**config.mk**
```make
export PLATFORM = sky130hd
export DESIGN_NAME = pin_group_router
export DESIGN_NICKNAME = d
export VERILOG_FILES = /design/src/rtl/pin_group_router.sv
export SDC_FILE = /design/constraint.sdc
export NUM_CORES = 1
export LEC_CHECK = 0
export BUFFER_PORTS_ARGS = -buffer_cell sky130_fd_sc_hd__buf_2
export CAP_MARGIN = 5
export CORE_MARGIN = 2
export CORE_UTILIZATION = 53
export DETAILED_ROUTE_END_ITERATION = 6
export PLACE_DENSITY = 0.78
export SYNTH_ARGS = -nofsm -noshare
export SYNTH_HDL_FRONTEND = slang
export SYNTH_SLANG_ARGS = --single-unit
```
**constraint.sdc**
```tcl
create_clock -name clk_cog -period 2.15 [get_ports clk_cog]
set_input_delay 0.1075 -clock clk_cog [delete_from_list [all_inputs] [get_ports clk_cog]]
set_output_delay 0.1075 -clock clk_cog [all_outputs]
set_load 0.005 [all_outputs]
```
**src/rtl/pin_group_router.sv**
```systemverilog
// pin_group_router: routes one group of core pins to one of several pad groups with glitch-free break-before-make switchover
module pin_group_router #(
    parameter int PINS            = 8,
    parameter int ROUTES          = 2,
    parameter int SEL_W           = 3,
    parameter int RESET_ROUTE     = 0,
    parameter int SYNC_STAGES     = 2,
    parameter int DEBOUNCE_CYCLES = 1024,
    parameter int GUARD_CYCLES    = 16
) (
    input  logic                   clk_cog,
    input  logic                   nres,
    input  logic [SEL_W-1:0]       sel_req,
    input  logic [PINS-1:0]        pin_out,
    input  logic [PINS-1:0]        pin_dir,
    output logic [PINS-1:0]        pin_in,
    input  logic [ROUTES*PINS-1:0] pad_in,
    output logic [ROUTES*PINS-1:0] pad_out,
    output logic [ROUTES*PINS-1:0] pad_oe,
    output logic [SEL_W-1:0]       active_route,
    output logic                   switching
);
    localparam int CNT_MAX = (DEBOUNCE_CYCLES > GUARD_CYCLES) ? DEBOUNCE_CYCLES : GUARD_CYCLES;
    localparam int CNT_W   = $clog2(CNT_MAX + 1);
    localparam logic [CNT_W-1:0] DEB_L = CNT_W'(DEBOUNCE_CYCLES);
    localparam logic [CNT_W-1:0] GRD_L = CNT_W'(GUARD_CYCLES);
    localparam logic [CNT_W-1:0] ONE_L = CNT_W'(1);
    localparam logic [SEL_W:0]   ROUTES_L = (SEL_W + 1)'(ROUTES);
    localparam logic [SEL_W-1:0] RST_L = SEL_W'(RESET_ROUTE);

    typedef enum logic [1:0] {S_CONN, S_QUAL, S_BREAK, S_MAKE} state_t;

    state_t                 state_q, state_d;
    logic [SEL_W-1:0]       cand_q, cand_d;
    logic [SEL_W-1:0]       active_q, active_d;
    logic [CNT_W-1:0]       cnt_q, cnt_d;
    logic [ROUTES*PINS-1:0] pad_oe_q, pad_oe_d;
    logic [ROUTES*PINS-1:0] pad_out_q, pad_out_d;
    logic [PINS-1:0]        hold_q, hold_d;
    logic [SEL_W-1:0]       sel_sync_q [SYNC_STAGES];
    logic [ROUTES*PINS-1:0] pad_sync_q [SYNC_STAGES];
    logic [SEL_W-1:0]       sel_s;
    logic [ROUTES*PINS-1:0] pad_s;
    logic [PINS-1:0]        sel_pad;
    logic                   sel_valid;
    logic                   conn;

    assign sel_s     = sel_sync_q[SYNC_STAGES-1];
    assign pad_s     = pad_sync_q[SYNC_STAGES-1];
    assign sel_valid = {1'b0, sel_s} < ROUTES_L;
    assign conn      = (state_q == S_CONN) || (state_q == S_QUAL);

    // Synchronise the asynchronous selector and pad inputs into clk_cog
    always_ff @(posedge clk_cog or negedge nres) begin
        if (!nres) begin
            for (int i = 0; i < SYNC_STAGES; i++) begin
                sel_sync_q[i] <= '0;
                pad_sync_q[i] <= '0;
            end
        end else begin
            sel_sync_q[0] <= sel_req;
            pad_sync_q[0] <= pad_in;
            for (int i = 1; i < SYNC_STAGES; i++) begin
                sel_sync_q[i] <= sel_sync_q[i-1];
                pad_sync_q[i] <= pad_sync_q[i-1];
            end
        end
    end

    // Pick the synchronised pad inputs of the currently active route
    always_comb begin
        sel_pad = '0;
        for (int r = 0; r < ROUTES; r++) begin
            if (active_q == SEL_W'(r)) sel_pad = pad_s[r*PINS +: PINS];
        end
    end

    // Next pad drive: only the active route, and only while connected or qualifying
    always_comb begin
        pad_oe_d  = '0;
        pad_out_d = '0;
        for (int r = 0; r < ROUTES; r++) begin
            if (conn && active_q == SEL_W'(r)) begin
                pad_oe_d[r*PINS +: PINS]  = pin_dir;
                pad_out_d[r*PINS +: PINS] = pin_out;
            end
        end
    end

    // Core input view: outputs loop back, inputs come from the pad or the frozen hold value
    always_comb begin
        hold_d = conn ? sel_pad : hold_q;
        pin_in = (pin_dir & pin_out) | (~pin_dir & hold_d);
    end

    // Switchover sequencing: qualify a stable request, release all pads, then reconnect
    always_comb begin
        state_d  = state_q;
        cand_d   = cand_q;
        cnt_d    = cnt_q;
        active_d = active_q;
        case (state_q)
            S_CONN: begin
                if (sel_valid && sel_s != active_q) begin
                    cand_d  = sel_s;
                    cnt_d   = ONE_L;
                    state_d = S_QUAL;
                end
            end
            S_QUAL: begin
                if (!sel_valid || sel_s == active_q) begin
                    cnt_d   = '0;
                    state_d = S_CONN;
                end else if (sel_s != cand_q) begin
                    cand_d = sel_s;
                    cnt_d  = ONE_L;
                end else if (cnt_q == DEB_L) begin
                    cnt_d   = ONE_L;
                    state_d = S_BREAK;
                end else begin
                    cnt_d = cnt_q + ONE_L;
                end
            end
            S_BREAK: begin
                if (cnt_q == GRD_L) state_d = S_MAKE;
                else cnt_d = cnt_q + ONE_L;
            end
            default: begin
                active_d = cand_q;
                cnt_d    = '0;
                state_d  = S_CONN;
            end
        endcase
    end

    // State, route and registered pad driver flops
    always_ff @(posedge clk_cog or negedge nres) begin
        if (!nres) begin
            state_q   <= S_CONN;
            cand_q    <= RST_L;
            active_q  <= RST_L;
            cnt_q     <= '0;
            pad_oe_q  <= '0;
            pad_out_q <= '0;
            hold_q    <= '0;
        end else begin
            state_q   <= state_d;
            cand_q    <= cand_d;
            active_q  <= active_d;
            cnt_q     <= cnt_d;
            pad_oe_q  <= pad_oe_d;
            pad_out_q <= pad_out_d;
            hold_q    <= hold_d;
        end
    end

    assign pad_oe       = pad_oe_q;
    assign pad_out      = pad_out_q;
    assign active_route = active_q;
    assign switching    = (state_q != S_CONN);
endmodule

```
=== After elaboration in Yosys (flattened, before gate mapping) ===
Cells that the tools add are included.

* Register bits: 97
* Bits of input ports: 37
* Output and inout bits: 44
* Word-level logic and storage cells: 69

* Add/sub/neg operators: 1
* Magnitude comparators: 1
* Eq/ne operators: 15
* Multiplexer cells: 23
* Bitwise logic cells: 4
* Reductions and logical operators: 14

{| class="wikitable"
|+ Operator list
! operator !! number
|-
| $mux W8 || 7
|-
| $mux W11 || 5
|-
| $pmux W11 S3 || 1
|-
| $and A8 B8 Y8 || 2
|-
| $add A11 B1 Y11 const B || 1
|-
| $eq A11 B11 Y1 const B || 1
|-
| $eq A11 B5 Y1 const B || 1
|-
| $mux W2 || 5
|-
| $mux W3 || 3
|-
| $not A8 Y8 || 1
|-
| $or A8 B8 Y8 || 1
|-
| $reduce_and A4 Y1 || 2
|-
| $ne A2 B2 Y1 const B || 3
|-
| $ne A3 B3 Y1 || 2
|-
| $pmux W2 S3 || 1
|-
| $pmux W3 S2 || 1
|-
| $ne A2 B1 Y1 const B || 2
|-
| $reduce_bool A2 Y1 || 2
|-
| $eq A3 B1 Y1 const B || 1
|-
| $eq A3 B3 Y1 || 1
|-
| $logic_and A1 B1 Y1 || 3
|-
| $logic_not A3 Y1 || 1
|-
| $lt A3 B2 Y1 const B || 1
|-
| $ne A3 B1 Y1 const B || 1
|-
| 8 further kinds || 9
|}

=== Longest topological paths before layout ===
Gate-level depths: netlist of run 1.

* Word-level depth: 6
* Depth in mapped cells: 7
* Depth with buffers taken out: 7

=== Worst setup path after synthesis of run 1 ===
OpenSTA, ideal clock, no wires.

* Path type: register to register
* Start point: register cnt_q[0]
* End point: register cnt_q[8]
* Library setup time: 119 ps
* Arrival time: 1617 ps
* Slack: 414 ps
* Cell stages (with the launch flop): 8
* Buffers on the path: 0
* Clock period less this slack: 1736 ps
* Cell sequence: dfrtp_1 -> inv_1 -> ha_1 -> nor4b_2 -> nand4b_1 -> and3_1 -> a2bb2oi_1 -> a21o_2

* Cells in the longest elaborated chain, start to end: 5
* Elaborated cells on any way between the ends: 10
* Classes of those cells: add/sub: 1; eq/ne: 3; mux: 5; reduce/logical: 1

{| class="wikitable"
|+ RTL lines
! what !! RTL line !! text
|-
| start: declaration || 36 || <nowiki>logic [CNT_W-1:0] cnt_q, cnt_d;</nowiki>
|-
| start signal: assignment || 150 || <nowiki>cnt_q <= cnt_d;</nowiki>
|-
| $add A11 B1 Y11 / $eq A11 B11 Y1 (equally long branches) || 121, 126, 117 ||
|-
| $mux W11 || 117 || <nowiki>end else if (cnt_q == DEB_L) begin</nowiki>
|-
| $mux W11 || 114 || <nowiki>end else if (sel_s != cand_q) begin</nowiki>
|-
| $mux W11 || 111 || <nowiki>if (!sel_valid || sel_s == active_q) begin</nowiki>
|-
| $pmux W11 S3 || 102 || <nowiki>case (state_q)</nowiki>
|}

Several ways; a longest one is shown, not always the timed one. The select of a mux whose other input is x is not followed.
A chain may end at the register's enable or synchronous reset.

=== Worst setup path in the final report of run 1 ===
* Start point: register active_q[0], in the netlist active_route[0]
* End point: output pin_in[5]

* Cells in the longest elaborated chain, start to end: 6
* Elaborated cells on any way between the ends: 7
* Classes of those cells: eq/ne: 1; mux: 3; bitwise: 2; reduce/logical: 1

{| class="wikitable"
|+ RTL lines
! what !! RTL line !! text
|-
| start: declaration || 35 || <nowiki>logic [SEL_W-1:0] active_q, active_d;</nowiki>
|-
| start signal: assignment || 149 || <nowiki>active_q <= active_d;</nowiki>
|-
| $logic_not A3 Y1 || 74 || <nowiki>if (active_q == SEL_W'(r)) sel_pad = pad_s[r*PINS +: PINS];</nowiki>
|-
| $mux W8 || 74 ||
|-
| $mux W8 (*) || 74 ||
|-
| $mux W8 (*) || 92 || <nowiki>hold_d = conn ? sel_pad : hold_q;</nowiki>
|-
| named net hold_d[5] || 39 || <nowiki>logic [PINS-1:0] hold_q, hold_d;</nowiki>
|-
| $and A8 B8 Y8 (*) || 93 || <nowiki>pin_in = (pin_dir & pin_out) | (~pin_dir & hold_d);</nowiki>
|-
| $or A8 B8 Y8 (*) || 93 ||
|-
| end: declaration || 16 || <nowiki>output logic [PINS-1:0] pin_in,</nowiki>
|}

Mark *: on every way through the listed nets, which the timed path passes. The rest lies on a longest branch.

==> results.sh, run 1 <==
export IMPL_clkLatencyLatePin_ps=360
export IMPL_wire_per_inst_um=15.5
export IMPL_rows=30
export IMPL_p_switching_mw=0.771
export IMPL_fmax_mhz=493
export IMPL_nFillCells=488
export IMPL_rsz0062_at_grt="false"
export IMPL_ys_ff_latch=97
export IMPL_peakVddDrop_v=0.000567
export IMPL_slew_viol_final=0
export IMPL_dieWidth_um=86.5
export IMPL_syn_to_final_growth_pct=31.0
export IMPL_cts_tree="done"
export IMPL_ant_nets=0
export IMPL_drt_initial_drc_count=157
export IMPL_first_pass_iters=6
export IMPL_yosysSeqAreaShare_pct=67.3
export IMPL_antenna_found_initial=0
export IMPL_grt_pass1_wl_mm=11.9
export IMPL_final_min_clock_period_ps=2030
export IMPL_synth_edf_count=0
export IMPL_fp_dieH_um=86.5
export IMPL_layout_nets=427
export IMPL_grt_max_degree=44
export IMPL_dr_total_vias=2415
export IMPL_hold_path_end="pad_oe[1]"
export IMPL_leakage_nw=2.29
export IMPL_grt_pass1_vias=2430
export IMPL_start_kind="flip-flop"
export IMPL_synth_area_leader_cell="dfrtp_1"
export IMPL_max_stage_delay_ps=480
export IMPL_start_util_pct=54.0
export IMPL_finalHoldViolations=0
export IMPL_numCtsBuffers=9
export IMPL_fin_tns_setup_ps=0
export IMPL_mostFrequentLayoutCells="97 x dfrtp_1, 79 x buf_2, 32 x dlygate4sd3_1"
export IMPL_via_per_inst=5.11
export IMPL_reg2reg_depth=5
export IMPL_post_route_drc_count=0
export IMPL_rr_startpoint="cnt_q[8]"
export IMPL_finalWirelength_mm=7.33
export IMPL_layout_drive_gt1_share_pct=35.1
export IMPL_path_max_fanout=27
export IMPL_min_path_type="in2reg"
export IMPL_switching_share_pct=22.1
export IMPL_clock_sinks=97
export IMPL_hold_start="pin_dir[1]"
export IMPL_p_int_mw=2.72
export IMPL_max_slew_margin_pct=63.5
export IMPL_post_cts_repair_setup_buffers=0
export IMPL_postSynthAreaPerCell_um2=13.7
export IMPL_path_delay_family="multiplexers"
export IMPL_synthArstFlopShare_pct=100
export IMPL_status="finished clean"
export IMPL_cp_required_ps=2040
export IMPL_min_period_over_period_pct=94.3
export IMPL_ioPinCount=81
export IMPL_p_seq_share_pct=54.7
export IMPL_power_density_nw_per_um2=739
export IMPL_worst_pin_slew_ps=547
export IMPL_crit_path_end_kind="output pin"
export IMPL_synth_area_top_cells="dfrtp_1 67%, mux2_2 3.7%, and2_1 3.1%, and3_1 3.1%, mux2i_1 2.8%"
export IMPL_critPathBufInv=2
export IMPL_syn_instance_count=263
export IMPL_clockBufferDepth=2
export IMPL_ys_warn_count=0
export IMPL_synth_top_cell_area_share_pct=67.3
export IMPL_layout_commonest_cell="dfrtp_1"
export IMPL_root_buffer="clkbuf_8"
export IMPL_antenna_cells=0
export IMPL_synthFlopType="dfrtp_1"
export IMPL_path_cells="buf_8 -> mux2i_1 -> o21ai_1 -> mux2_2 -> buf_2"
export IMPL_place_ws_ps=150
export IMPL_io_buffers=80
export IMPL_setup_ws_ps=123
export IMPL_crit_type="reg2out"
export IMPL_clock_skew_ps=15.5
export IMPL_clk_pin_slew_ps=100
export IMPL_hpwl_mm=4.73
export IMPL_grt_usage_pct=21.1
export IMPL_drv_cap=0
export IMPL_syn_area_um2=3610
export IMPL_hold_depth=2
export IMPL_h_tree_depth=3
export IMPL_r2r_end="cnt_q[5]"
export IMPL_power_frac_clock_pct=38.1
export IMPL_r2r_slack_ps=210
export IMPL_synthDistinctLibCells=51
export IMPL_core_um2=6680
export IMPL_synth_net_count=302
export IMPL_crit_arrival_ps=1920
export IMPL_die_area_um2=7480
export IMPL_grt_remaining_overflow=0
export IMPL_finalSetupViolCount=0
export IMPL_power_frac_comb_pct=7.2
export IMPL_gp_congestion=0.870
export IMPL_slowest_stage="dfrtp_1"
==> cells by family (layout without fill, tap and decap cells) <==
logic type | Yosys count | in the layout | share of synthesized area [%]
multiplexers | 22 | 22 | 6.52
adder cells (fa/ha/maj) | 2 | 2 | 0.694
AND/OR/NAND/NOR | 84 | 84 | 13.6
buffers and inverters | 13 | 143 | 1.70
flip-flops | 97 | 97 | 67.3
XOR/XNOR | 9 | 9 | 2.71
AO/OA/AOI/OAI | 36 | 36 | 7.46
==> per-stage QoR <==
| stage | hold WS, ps | utilization, % | total power [mW] | cell area, µm² | std cells |
|---|---|---|---|---|---|
| 4_1_cts | 8.57 | 70.5 | 3.52 | 4710 | 473 |
| 5_1_grt | 14.1 | 70.7 | 3.64 | 4720 | 473 |
| 6_report | 21.8 | 70.7 | 3.49 | 4720 | 473 |
| 3_5_place_dp | 134 | 62.1 | 2.15 | 4150 | 425 |
| 2_1_floorplan | -188 | - | 2.02 | 3610 | 263 |
| 3_3_place_gp | 118 | 62.1 | 2.14 | 4150 | 425 |
==> final cells by class <==
cell class | instances | area [µm²] | area share (%)
Tap cell | 80 | 100 | 2.12
Clock buffer | 10 | 138 | 2.91
Sequential cell | 97 | 2430 | 51.4
Multi-Input combinational cell | 153 | 1130 | 24.0
Inverter | 3 | 11.3 | 0.238
Clock inverter | 6 | 93.8 | 1.99
Timing Repair Buffer | 124 | 821 | 17.4
==> synth_stat cells (2+ instances only) <==
master    instances
a21oi_1           5
xnor2_1           5
a21oi_4           2
nand4_1           2
dfrtp_1          97
mux2i_1          10
nand2_1          17
nand3_1           2
o21ai_0          10
nor3_1            4
and2_1           18
xor2_1            3
ha_1              2
clkbuf_1          5
nor2_1            8
buf_2             3
mux2_2           12
inv_1             3
o31ai_1           3
or3_1             2
or2_2             3
and3_1           18
==> metal layers <==
metal | track usage [%] | part of all wire, % | vias to the layer above
met3 | 4.10 | 3.5 | 14
met1 | 27.7 | 44 | 1169
li1 | - | - | 1160
met5 | 0 | 0 | -
met4 | 9.66 | 2.3 | 0
met2 | 34.4 | 50 | 72
==> power groups by stage <==
stage / registers, mW / clock network [mW] / logic [mW]
CTS: 1.91 / 1.36 / 0.250
floorplan: 1.95 / 0 / 0.0775
detailed placement: 1.95 / 0 / 0.204
global placement: 1.94 / 0 / 0.200
global route: 1.92 / 1.44 / 0.279
finish: 1.91 / 1.33 / 0.251
==> flip-flops by register name (all words and copies together), names as in the netlist <==
name	count
sel_sync_q	3
pad_out	16
pad_s	16
state_q	2
active_route	3
pad_oe	16
sel_s	3
cand_q	3
cnt_q	11
pad_sync_q	16
hold_q	8
==> worst max path at each step <==
| stage | slack [ps] | to | start | cells past startpoint |
|---|---|---|---|---|
| after floorplan | 410 | cnt_q[8] | cnt_q[0] | 7 |
| after global placement | 260 | cnt_q[5] | cnt_q[0] | 7 |
| after detailed placement | 150 | cnt_q[5] | cnt_q[0] | 7 |
| after CTS | 80 | pin_in[4] | active_route[0] | 5 |
| after global routing | 20 | pin_in[4] | active_route[0] | 5 |
| final | 120 | pin_in[5] | active_route[0] | 5 |
==> what timing repair did <==
| item | in CTS | in global routing |
|---|---|---|
| hold buffers | 32 | 0 |
| gates cloned | 0 | 0 |
| hold endpoints to repair | 75 | 0 |
| endpoints found under the setup margin | 5 | 7 |
| resized for setup | 5 | 3 |
No activity file was read; power rests on OpenSTA's default activity.
==> run 2: changes to the inputs <==
--- a/config.mk
+++ b/config.mk
@@ -8,9 +8,11 @@
 export BUFFER_PORTS_ARGS = -buffer_cell sky130_fd_sc_hd__buf_2
 export CAP_MARGIN = 5
 export CORE_MARGIN = 2
-export CORE_UTILIZATION = 53
+export CORE_UTILIZATION = 55
+export CTS_BUF_LIST = sky130_fd_sc_hd__clkbuf_2
 export DETAILED_ROUTE_END_ITERATION = 6
-export PLACE_DENSITY = 0.78
+export GPL_ROUTABILITY_DRIVEN = 0
+export PLACE_DENSITY = 0.81
 export SYNTH_ARGS = -nofsm -noshare
 export SYNTH_HDL_FRONTEND = slang
 export SYNTH_SLANG_ARGS = --single-unit
==> run 2 against run 1 <==
Sequential cell count unchanged. Sequential power hardly changed. Cell area rose by 1.0%. Maximum frequency shrank 2.0%. Register-to-register slack worse by 30 ps. Core utilization rose by 4.4 points. Power fell by 13%. Clock power fell by 36%. Sequential share of layout area fell by 0.43 points. Combinational power grew 11%. Global-route usage grew 0.40 points. Critical endpoint is now pin_in[6]. Highest routed layer unchanged.
==> results.sh, run 2 (synthesized netlist as in run 1, its figures left out) <==
export IMPL_final_min_clock_period_ps=2070
export IMPL_post_route_drc_count=0
export IMPL_antenna_found_initial=0
export IMPL_clockBufferDepth=2
export IMPL_drv_cap=0
export IMPL_dr_total_vias=2549
export IMPL_clk_pin_slew_ps=220
export IMPL_clkLatencyLatePin_ps=540
export IMPL_crit_type="reg2out"
export IMPL_finalWirelength_mm=7.55
export IMPL_finalHoldViolations=0
export IMPL_antenna_cells=0
export IMPL_critPathBufInv=1
export IMPL_layout_commonest_cell="dfrtp_1"
export IMPL_min_period_over_period_pct=96.3
export IMPL_path_delay_family="flip-flops"
export IMPL_start_kind="flip-flop"
export IMPL_r2r_slack_ps=180
export IMPL_grt_remaining_overflow=0
export IMPL_clock_sinks=97
export IMPL_die_area_um2=7220
export IMPL_path_max_fanout=7
export IMPL_fmax_mhz=483
export IMPL_dieWidth_um=85.0
export IMPL_core_um2=6350
export IMPL_slowest_stage="dfrtp_2"
export IMPL_clock_skew_ps=30.1
export IMPL_wire_per_inst_um=15.9
export IMPL_ant_nets=0
export IMPL_root_buffer="clkbuf_2"
export IMPL_status="finished clean"
export IMPL_syn_to_final_growth_pct=32.3
export IMPL_h_tree_depth=3
export IMPL_rows=29
export IMPL_mostFrequentLayoutCells="94 x dfrtp_1, 77 x buf_2, 36 x dlygate4sd3_1"
export IMPL_grt_pass1_vias=2441
export IMPL_io_buffers=80
export IMPL_grt_usage_pct=21.5
export IMPL_fin_util_pct=75.1
export IMPL_ioPinCount=81
export IMPL_drt_initial_drc_count=136
export IMPL_finalSetupViolCount=0
export IMPL_rsz0062_at_grt="true"
export IMPL_cts_tree="done"
export IMPL_start_util_pct=56.8
export IMPL_crit_path_end_kind="output pin"
export IMPL_max_stage_delay_ps=500
export IMPL_slew_viol_final=0
export IMPL_cp_required_ps=2040
export IMPL_first_pass_iters=5
export IMPL_path_cells="or3_4 -> o21ai_2 -> mux2_2 -> buf_2"
export IMPL_layout_nets=434
export IMPL_fp_dieH_um=85.0
export IMPL_layout_drive_gt1_share_pct=38.6
export IMPL_crit_arrival_ps=1960
export IMPL_hpwl_mm=4.72
export IMPL_power_density_nw_per_um2=638
export IMPL_grt_max_degree=57
export IMPL_finalHoldWorstSlack_ps=117
export IMPL_min_path_type="in2async"
export IMPL_numCtsBuffers=9
export IMPL_peakVddDrop_v=0.000550
export IMPL_worst_pin_slew_ps=653
export IMPL_via_per_inst=5.36
export IMPL_grt_pass1_wl_mm=11.9
export IMPL_leakage_nw=2.32
export IMPL_max_slew_margin_pct=56.5
==> run 2: cell count changes in the layout (fill, tap and decap cells not counted), moves of 4 or more <==
| cell | previous run | this run |
|---|---|---|
| clkbuf_2 | 0 | 11 |
| clkbuf_8 | 10 | 0 |
| dlygate4sd3_1 | 32 | 36 |
| mux2i_1 | 10 | 6 |
| o21ai_0 | 6 | 2 |
| o21ai_1 | 4 | 0 |
| o21ai_2 | 0 | 6 |
==> run 2: cell type report <==
class	count	area (µm²)
clock buffer	11	55.1
clock inverter	4	51.3
fill	376	1580
inverter	3	11.3
multi-input combinational	154	1230
sequential	97	2430
tap	77	96.3
timing repair buffer	130	893
==> run 2: worst paths after layout <==
path | startpoint | to | depth (start not counted)
min in group clk_cog | pad_in[13] | pad_sync_q[29] | 2
max | active_route[2] | pin_in[6] | 4
min reg2reg | pad_sync_q[17] | pad_s[1] | 0
max in group asynchronous | nres | pad_out[11] | 3
min | nres | pad_s[4] | 2
max reg2reg | cnt_q[0] | cnt_q[5] | 7
==> run 2: metal layers <==
metal  global-route usage, %  share of wire [%]
met5                       0                  0
met3                    5.06                4.9
met1                    27.1                 40
met4                    9.96                2.9
met2                    35.6                 52
==> run 2: where the power goes <==
| part | total, mW | switching, mW | internal, mW | leakage [nW] |
|---|---|---|---|---|
| sequential | 1.92 | 0.0280 | 1.89 | 1.20 |
| combinational | 0.278 | 0.127 | 0.151 | 1.05 |
| clock | 0.845 | 0.567 | 0.278 | 0.0705 |
| total | 3.04 | 0.722 | 2.32 | 2.32 |
==> run 2: through the flow <==
| stage | setup TNS (ps) | total power [mW] | instance area [µm²] | worst slack (ps) | instances |
|---|---|---|---|---|---|
| 2_1_floorplan | 0 | 2.02 | 3610 | 414 | 263 |
| 3_3_place_gp | 0 | 2.14 | 4130 | 282 | 420 |
| 3_5_place_dp | 0 | 2.15 | 4130 | 174 | 420 |
| 4_1_cts | -216 | 3.03 | 4610 | -56.0 | 471 |
| 5_1_grt | -33.7 | 3.19 | 4770 | -18.9 | 476 |
| 6_report | 0 | 3.04 | 4770 | 80.5 | 476 |
==> run 2: repair_timing <==
item | in CTS | in global routing
hold buffers | 36 | 0
buffers inserted | 0 | 4
cloned | 0 | 1
setup endpoints to repair | 8 | 15
gates resized for setup | 10 | 28
endpoints found under the hold margin | 104 | 0
pin swaps | 0 | 5
==> run 2: worst reg2reg max path, stage by stage, from the launching register on <==
cell and delay [ps]:
dfrtp_1 460, inv_1 100, ha_1 160, nor4b_4 260
nand4b_1 220, and3_1 300, a21oi_4 260, nor3_1 100
